## config.mk

```make
export PLATFORM = sky130hd
export DESIGN_NAME = perf_event_counter_bank
export DESIGN_NICKNAME = d
export VERILOG_FILES = /design/src/rtl/perf_event_counter_bank.sv
export SDC_FILE = /design/constraint.sdc
export NUM_CORES = 1
export LEC_CHECK = 0
export CELL_PAD_IN_SITES_DETAIL_PLACEMENT = 0
export CELL_PAD_IN_SITES_GLOBAL_PLACEMENT = 1
export CORE_MARGIN = 5
export CORE_UTILIZATION = 40
export DETAILED_ROUTE_END_ITERATION = 16
export PLACE_DENSITY = 0.75
export SYNTH_ARGS = -nofsm -noshare
export SYNTH_HDL_FRONTEND = slang
export SYNTH_SLANG_ARGS = --single-unit
```

## constraint.sdc

```tcl
create_clock -name clk -period 2.8 [get_ports clk]
set_input_delay 0.56 -clock clk [delete_from_list [all_inputs] [get_ports clk]]
set_output_delay 0.56 -clock clk [all_outputs]
set_load 0.02 [all_outputs]
```

## src/rtl/perf_event_counter_bank.sv

```systemverilog
`default_nettype none
// ============================================================================
// Module      : perf_event_counter_bank
// Description : Runtime-statistics counter bank for the multi-cycle MIPS CPU.
//               Counts NUM_CH one-bit event strobes under a start/stop/clr
//               run-control state machine (IDLE, RUN, STOPPED). Each channel
//               has a live counter and a snapshot shadow. A per-channel mode
//               selects wrap or saturate. Each channel has a sticky overflow
//               flag. A registered, select-based readout feeds the
//               display/debug path.
// Optional    : `define PERF_CYCLE_CNT_EN adds a RUN-cycle counter with its
//               own shadow. The counter always wraps and is readable at
//               rd_sel == NUM_CH.
// Ports       : clk        - clock
//               RST        - synchronous active-high reset
//               ev         - event strobes, bit i increments channel i
//               start      - pulse: begin/resume counting
//               stop       - pulse: stop counting and take snapshot
//               clr        - pulse: zero counters, shadows, flags
//               sat_mode   - per channel, 1 = saturate, 0 = wrap
//               rd_sel     - readout channel select
//               rd_live    - 1 = live counter, 0 = snapshot shadow
//               rd_data    - registered readout (1-cycle latency)
//               ovf        - sticky overflow flag per channel
//               running    - high while in RUN
//               snap_valid - a snapshot exists since last clear/reset
// Revision    : 1.0 - initial release
// ============================================================================
module perf_event_counter_bank #(
  parameter int NUM_CH = 4,
  parameter int CNT_W  = 16,
  parameter int SEL_W  = 5
) (
  input  logic              clk,
  input  logic              RST,
  input  logic [NUM_CH-1:0] ev,
  input  logic              start,
  input  logic              stop,
  input  logic              clr,
  input  logic [NUM_CH-1:0] sat_mode,
  input  logic [SEL_W-1:0]  rd_sel,
  input  logic              rd_live,
  output logic [CNT_W-1:0]  rd_data,
  output logic [NUM_CH-1:0] ovf,
  output logic              running,
  output logic              snap_valid
);

  typedef enum logic [1:0] {
    ST_IDLE    = 2'd0,
    ST_RUN     = 2'd1,
    ST_STOPPED = 2'd2
  } state_t;

  state_t r_state;

  logic [CNT_W-1:0]  r_cnt     [NUM_CH];
  logic [CNT_W-1:0]  r_shd     [NUM_CH];
  logic [CNT_W-1:0]  w_cnt_nxt [NUM_CH];
  logic [NUM_CH-1:0] w_ovf_hit;
  logic [CNT_W-1:0]  w_rd;

  assign running = (r_state == ST_RUN);

  // --------------------------------------------------------------------------
  // Run-control state machine. Priority: RST > clr > stop > start.
  // A stop outside RUN leaves the state alone but still snapshots.
  // --------------------------------------------------------------------------
  always_ff @(posedge clk) begin
    if (RST) begin
      r_state    <= ST_IDLE;
      snap_valid <= 1'b0;
    end else if (clr) begin
      r_state    <= ST_IDLE;
      snap_valid <= 1'b0;
    end else if (stop) begin
      snap_valid <= 1'b1;
      if (r_state == ST_RUN) begin
        r_state <= ST_STOPPED;
      end
    end else if (start && (r_state != ST_RUN)) begin
      r_state <= ST_RUN;
    end
  end

  // --------------------------------------------------------------------------
  // Next-count computation. The shadow is loaded from the next value, so the
  // increment on the stop edge is part of the snapshot.
  // --------------------------------------------------------------------------
  always_comb begin
    w_ovf_hit = '0;
    for (int i = 0; i < NUM_CH; i++) begin
      w_cnt_nxt[i] = r_cnt[i];
      if ((r_state == ST_RUN) && ev[i]) begin
        if (&r_cnt[i]) begin
          w_ovf_hit[i] = 1'b1;
          w_cnt_nxt[i] = sat_mode[i] ? r_cnt[i] : '0;
        end else begin
          w_cnt_nxt[i] = r_cnt[i] + CNT_W'(1);
        end
      end
    end
  end

  always_ff @(posedge clk) begin
    if (RST || clr) begin
      for (int i = 0; i < NUM_CH; i++) begin
        r_cnt[i] <= '0;
        r_shd[i] <= '0;
      end
      ovf <= '0;
    end else begin
      for (int i = 0; i < NUM_CH; i++) begin
        r_cnt[i] <= w_cnt_nxt[i];
        if (stop) begin
          r_shd[i] <= w_cnt_nxt[i];
        end
      end
      ovf <= ovf | w_ovf_hit;
    end
  end

`ifdef PERF_CYCLE_CNT_EN
  // Cycle counter: counts every RUN edge, always wraps, no overflow flag.
  logic [CNT_W-1:0] r_cyc;
  logic [CNT_W-1:0] r_cyc_shd;
  logic [CNT_W-1:0] w_cyc_nxt;

  assign w_cyc_nxt = (r_state == ST_RUN) ? (r_cyc + CNT_W'(1)) : r_cyc;

  always_ff @(posedge clk) begin
    if (RST || clr) begin
      r_cyc     <= '0;
      r_cyc_shd <= '0;
    end else begin
      r_cyc <= w_cyc_nxt;
      if (stop) begin
        r_cyc_shd <= w_cyc_nxt;
      end
    end
  end
`endif

  // --------------------------------------------------------------------------
  // Readout mux. Out-of-range selects read as zero. The live path shows the
  // counter value before the current edge's increment.
  // --------------------------------------------------------------------------
  always_comb begin
    w_rd = '0;
    for (int i = 0; i < NUM_CH; i++) begin
      if (rd_sel == SEL_W'(i)) begin
        w_rd = rd_live ? r_cnt[i] : r_shd[i];
      end
    end
`ifdef PERF_CYCLE_CNT_EN
    if (rd_sel == SEL_W'(NUM_CH)) begin
      w_rd = rd_live ? r_cyc : r_cyc_shd;
    end
`endif
  end

  always_ff @(posedge clk) begin
    if (RST) begin
      rd_data <= '0;
    end else begin
      rd_data <= w_rd;
    end
  end

endmodule
`default_nettype wire

```

## Yosys cells after proc, flatten, opt, wreduce, memory -nomap -nowiden

Memory sizes are Yosys's and may differ from the RTL's.
Cells that the tools add are included.

| storage, ports and cells | value |
|---|---|
| register bits after elaboration | 23 |
| latch bits | 0 |
| bits in writable memories | 128 |
| bits in read-only memories | 0 |
| input port bits | 19 |
| word-level logic and storage cells | 84 |
| memories | 2 |

Memory list:

| name | depth | bits a word | read ports | clocked after memory_dff | write ports | line | source |
|---|---|---|---|---|---|---|---|
| r_cnt | 4 | 16 | 4 | 0 | 4 | 57 | `logic [CNT_W-1:0] r_cnt [NUM_CH];` |
| r_shd | 4 | 16 | 4 | 0 | 4 | 58 | `logic [CNT_W-1:0] r_shd [NUM_CH];` |

| operators by class | value |
|---|---|
| $add $sub $neg | 4 |
| $mul | 0 |
| divide/modulo/power cells | 0 |
| order comparisons | 0 |
| equality and inequality tests | 6 |
| shifts and indexed selects | 0 |
| multiplexer cells | 45 |
| bitwise logic cells | 9 |
| reductions and logical operators | 14 |

Operators with widths:

| cell | number |
|---|---|
| $mux W16 | 28 |
| $add A16 B1 Y16 const B | 4 |
| $reduce_and A16 Y1 | 4 |
| $mux W1 | 14 |
| $eq A5 B2 Y1 const B | 2 |
| $or A1 B1 Y1 | 8 |
| $mux W2 | 3 |
| $eq A5 B1 Y1 const B | 1 |
| $logic_and A1 B1 Y1 | 5 |
| $logic_not A5 Y1 | 1 |
| $ne A2 B1 Y1 const B | 2 |
| $or A4 B4 Y4 | 1 |
| $eq A2 B1 Y1 const B | 1 |
| $reduce_and A2 Y1 | 1 |
| $reduce_bool A2 Y1 | 1 |
| $reduce_or A2 Y1 | 1 |
| $logic_or A1 B1 Y1 | 1 |

## Logic depth before layout (Yosys ltp)

| depth | value |
|---|---|
| word-level depth | 5 |
| depth in mapped cells | 8 |
| gate-level depth less buffers | 6 |

## Worst setup path after synthesis

No wires, ideal clock.

| path | value |
|---|---|
| path kind | input to register |
| from | in clr |
| to | mem r_shd[0][0], enable pin |
| library setup time | 425 ps |
| data arrival time | 1972 ps |
| required time | 2375 ps |
| setup slack | 403 ps |
| stages | 1 |
| path buffers | 0 |
| cells stage by stage | or3_1 |

RTL lines:

| what | line | source |
|---|---|---|
| from (decl) | 39 | `input logic clr,` |
| to (decl) | 58 |  |

## Worst setup path after layout

| path | value |
|---|---|
| from | reg r_state[0] |
| to | out running |

| on the way | value |
|---|---|
| word-level cells in the longest chain between the ends | 1 |

Ends and longest elaborated chain:

| what | line | source |
|---|---|---|
| from (decl) | 55 | `state_t r_state;` |
| from (signal assigned) | 71 | `r_state <= ST_IDLE;` |
| from (signal assigned) | 74 | `r_state <= ST_IDLE;` |
| from (signal assigned) | 79 | `r_state <= ST_STOPPED;` |
| $eq A2 B1 Y1 | 63 | `assign running = (r_state == ST_RUN);` |
| to (decl) | 45 | `output logic running,` |

Every way passes these cells.

==> run_results.csv <==
group,metric,value,unit
final_layout,syn2layout_area_growth,17.5,%
final_layout,final_cell_mix,"nor2_1 (141), dfxtp_1 (87), edfxtp_1 (64), clkdlybuf4s50_1 (39)",
critical_path,slowest_delay,0.67,ns
logic_synthesis,syn_area,7570,um2
global_route,globalRouteOverflowTotal,0,
routing,via_per_inst,6.04,
placed_design,io_buffers,40,
logic_synthesis,yosys.cell_types.count,74,
global_route,antenna_found_initial,0,
final_layout,utilization,0.477,
timing,fin_crit_sh,0.890,
outcome,outcome,"finished, final reports clean",
critical_path,cp-end-kind,"output pin",
power,pwr-share-seq,0.474,
global_route,track_usage,0.196,
logic_synthesis,yosysSeqAreaShare,0.484,
timing,finClkSkew,0.00799,ns
power,p_clk_frac,0.476,
power,leakage,0.00314,uW
power,peakVddDrop,0.427,mV
job,maxCapViolations,0,
critical_path,cp-start-kind,"flip-flop",
routing,drtPass1Iterations,5,
timing,setup_viol,0,
logic_synthesis,synth.top_cell.area_share,0.254,
final_layout,multi_input_area,3680,um2
timing,max_slew_margin,0.570,
power,power.switching,1100,uW
critical_path,reg2reg_depth,6,
timing,worst_pin_slew,0.639,ns
logic_synthesis,synth-edff-count,64,
timing,hold_slack,0.463,ns
routing,drc,0,
power,switching_share,0.222,
clock_network,cts.htree.levels,4,
final_layout,layout-drive-gt1-share,0.158,
worst_hold_path,hold_depth,2,
clock_network,post-cts-setup-buffers,0,
placed_design,gp_congestion,0.848,
global_route,grt_pass1_vias,5994,
timing,rsz0062_at_grt,"no",
floorplanning,num_rows,50,
worst_hold_path,hold_start,"snap_valid",
clock_network,clkTransAtPathRegs,0.06,ns
critical_path,timing.rr.start,"r_cnt[0][16]",
logic_synthesis,yosys-top-cells-area,"edfxtp_1 (25%), dfxtp_1 (23%), nor2_1 (7.0%), mux2_2 (4.6%), mux4_2 (4.5%)",
clock_network,cts_buffers,17,
clock_network,clockRootBuffer,"clkbuf_16",
final_layout,nNetsFinal,821,
logic_synthesis,synth.net_count,785,
routing,routed_wl,21200,um
critical_path,worstPathRequired,2.24,ns
critical_path,r2r-end,"r_shd[0][19]",
logic_synthesis,ys.warnings.count,0,
final_layout,layout_commonest_cell,"nor2_1",
clock_network,clkLatencyLatePin,0.42,ns
critical_path,arrival,1.93,ns
routing,first_iter_violations,437,
timing,final.min_clock_period,2.49,ns
logic_synthesis,synth-seq-cells,151,
placed_design,post-dp-hpwl,15100,um
timing,fmax,401,MHz
critical_path,ff2ff_setup_slack,0.44,ns
logic_synthesis,synthArstFlopShare,0,
routing,wl_per_cell,20.3,um
logic_synthesis,synth_top_cell_by_area,"edfxtp_1",
final_layout,n_antenna_cell,0,
floorplanning,dieWidth,148,um
logic_synthesis,avgSynthCellArea,9.93,um2
critical_path,crit_fanout,6,
clock_network,tritoncts,"done",
floorplanning,start_util,0.406,
critical_path,path_cells,"and2b_1, clkdlybuf4s50_1",
floorplanning,dieHeight,148,um
worst_hold_path,min_to,"snap_valid",
routing,vias,6313,
timing,setup_tns,0,ns
clock_network,cts-hold-fix-buffers,0,
timing,hold_viol,0,
timing,drv_slew,0,
final_layout,fill_cells,1724,
power,power.density,555,nW/um2
clock_network,clk_path_buf_depth,2,
critical_path,critPathSlowestCell,"clkdlybuf4s50_1",
clock_network,ctsResizeCount,0,
logic_synthesis,synth_flop_cell,"dfxtp_1",
final_layout,regArea,3660,um2
power,p_int,3840,uW
logic_synthesis,synthCells,762,
floorplanning,dieArea,21800,um2
critical_path,path_class,"flip-flop to output pin",
floorplanning,io_pins,41,
global_route,grt_pass1_wl,33600,um
floorplanning,core,18600,um2
power,combPwrFrac,0.049,
routing,ant_nets,0,
worst_hold_path,min-delay-path-class,"flip-flop to flip-flop",
global_route,grt_max_degree,65,
clock_network,cts.sink_count,151,
[worst max-delay path, delay by kind of cell (launching register included)]
kind,cells,cell delay [ns]
buffers and inverters,1,0.67
DFF,1,0.50
and+or+nand+nor,1,0.35
[worst max-delay path by stage]
stage                    start            to  slack, ns  cells past startpoint
floorplan                  clr   r_shd[0][0]       0.40                      1
global placement         ev[0]   r_shd[0][7]       0.32                      7
detailed placement       ev[0]  r_shd[0][10]       0.32                      6
CTS                 r_state[0]       running       0.25                      2
global route        r_state[0]       running       0.22                      2
finish              r_state[0]       running       0.31                      2
[synth_stat cells, types with 2 or more instances]
cell,n
nor4_4,2
a311oi_1,7
a22oi_1,5
mux4_2,15
nand3_1,29
or2_2,5
mux2_2,31
or3_1,4
o21ai_0,35
buf_2,7
and2_1,16
dfxtp_1,87
clkbuf_1,33
nor3_1,25
a41oi_1,4
o21bai_1,2
o22ai_1,27
a221o_1,2
mux2i_1,10
a21oi_1,28
nand4_1,17
a31oi_1,9
buf_4,2
nand2_1,36
inv_1,9
o2bb2ai_1,2
a31o_2,4
a211oi_1,10
and4_1,10
nand4_2,3
nor4_1,13
and3b_1,2
and3_1,11
edfxtp_1,64
or4_1,4
ha_1,4
nor2_1,141
nor3b_1,2
a21o_1,4
buf_1,3
nand3_4,2
nand3b_1,4
[sequential cells by signal (all words and copies together) (netlist names)]
| signal | flops |
|---|---|
| ovf | 4 |
| rd_data | 16 |
| snap_valid | 1 |
| r_shd | 64 |
| r_cnt | 64 |
| r_state | 2 |
[per-stage QoR]
step / instance area, um2 / setup slack, ns / std cells / total power (uW)
final: 8890 / 0.307 / 1045 / 4930
after global routing: 8890 / 0.218 / 1045 / 5080
after CTS: 8890 / 0.247 / 1045 / 4970
after detailed placement: 8290 / 0.321 / 1013 / 2630
after global placement: 8290 / 0.320 / 1013 / 2630
after floorplan: 7570 / 0.403 / 762 / 2520
[per-layer routing]
| metal | vias to the layer above | part of all wire | global-route usage |
|---|---|---|---|
| met5 | - | 0 | 0 |
| met4 | 0 | 0.014 | 0.0522 |
| met3 | 24 | 0.056 | 0.0395 |
| met2 | 203 | 0.50 | 0.325 |
| met1 | 3122 | 0.43 | 0.262 |
| li1 | 2964 | - | - |
[power groups by stage]
stage	clock network (uW)	logic, uW	registers, uW
global route	2480	261	2340
floorplan	0	129	2390
finish	2350	244	2340
detailed placement	0	245	2390
CTS	2380	247	2340
global placement	0	243	2390
[layout make-up]
type	instances	share of cell area
inverter	9	0.00380
timing repair buffer	63	0.0695
clock inverter	13	0.0193
clock buffer	19	0.0487
multi-input combinational	556	0.414
sequential	151	0.412
tap	234	0.0329
[kinds of logic after synthesis]
kind of cell | synth area share
flip-flops | 0.484
AND/OR/NAND/NOR | 0.231
buffers and inverters | 0.0309
multiplexers | 0.107
AO/OA/AOI/OAI | 0.139
adder cells (fa/ha/maj) | 0.00661
XOR/XNOR | 0.00116
No activity file was read; power rests on OpenSTA's default activity.
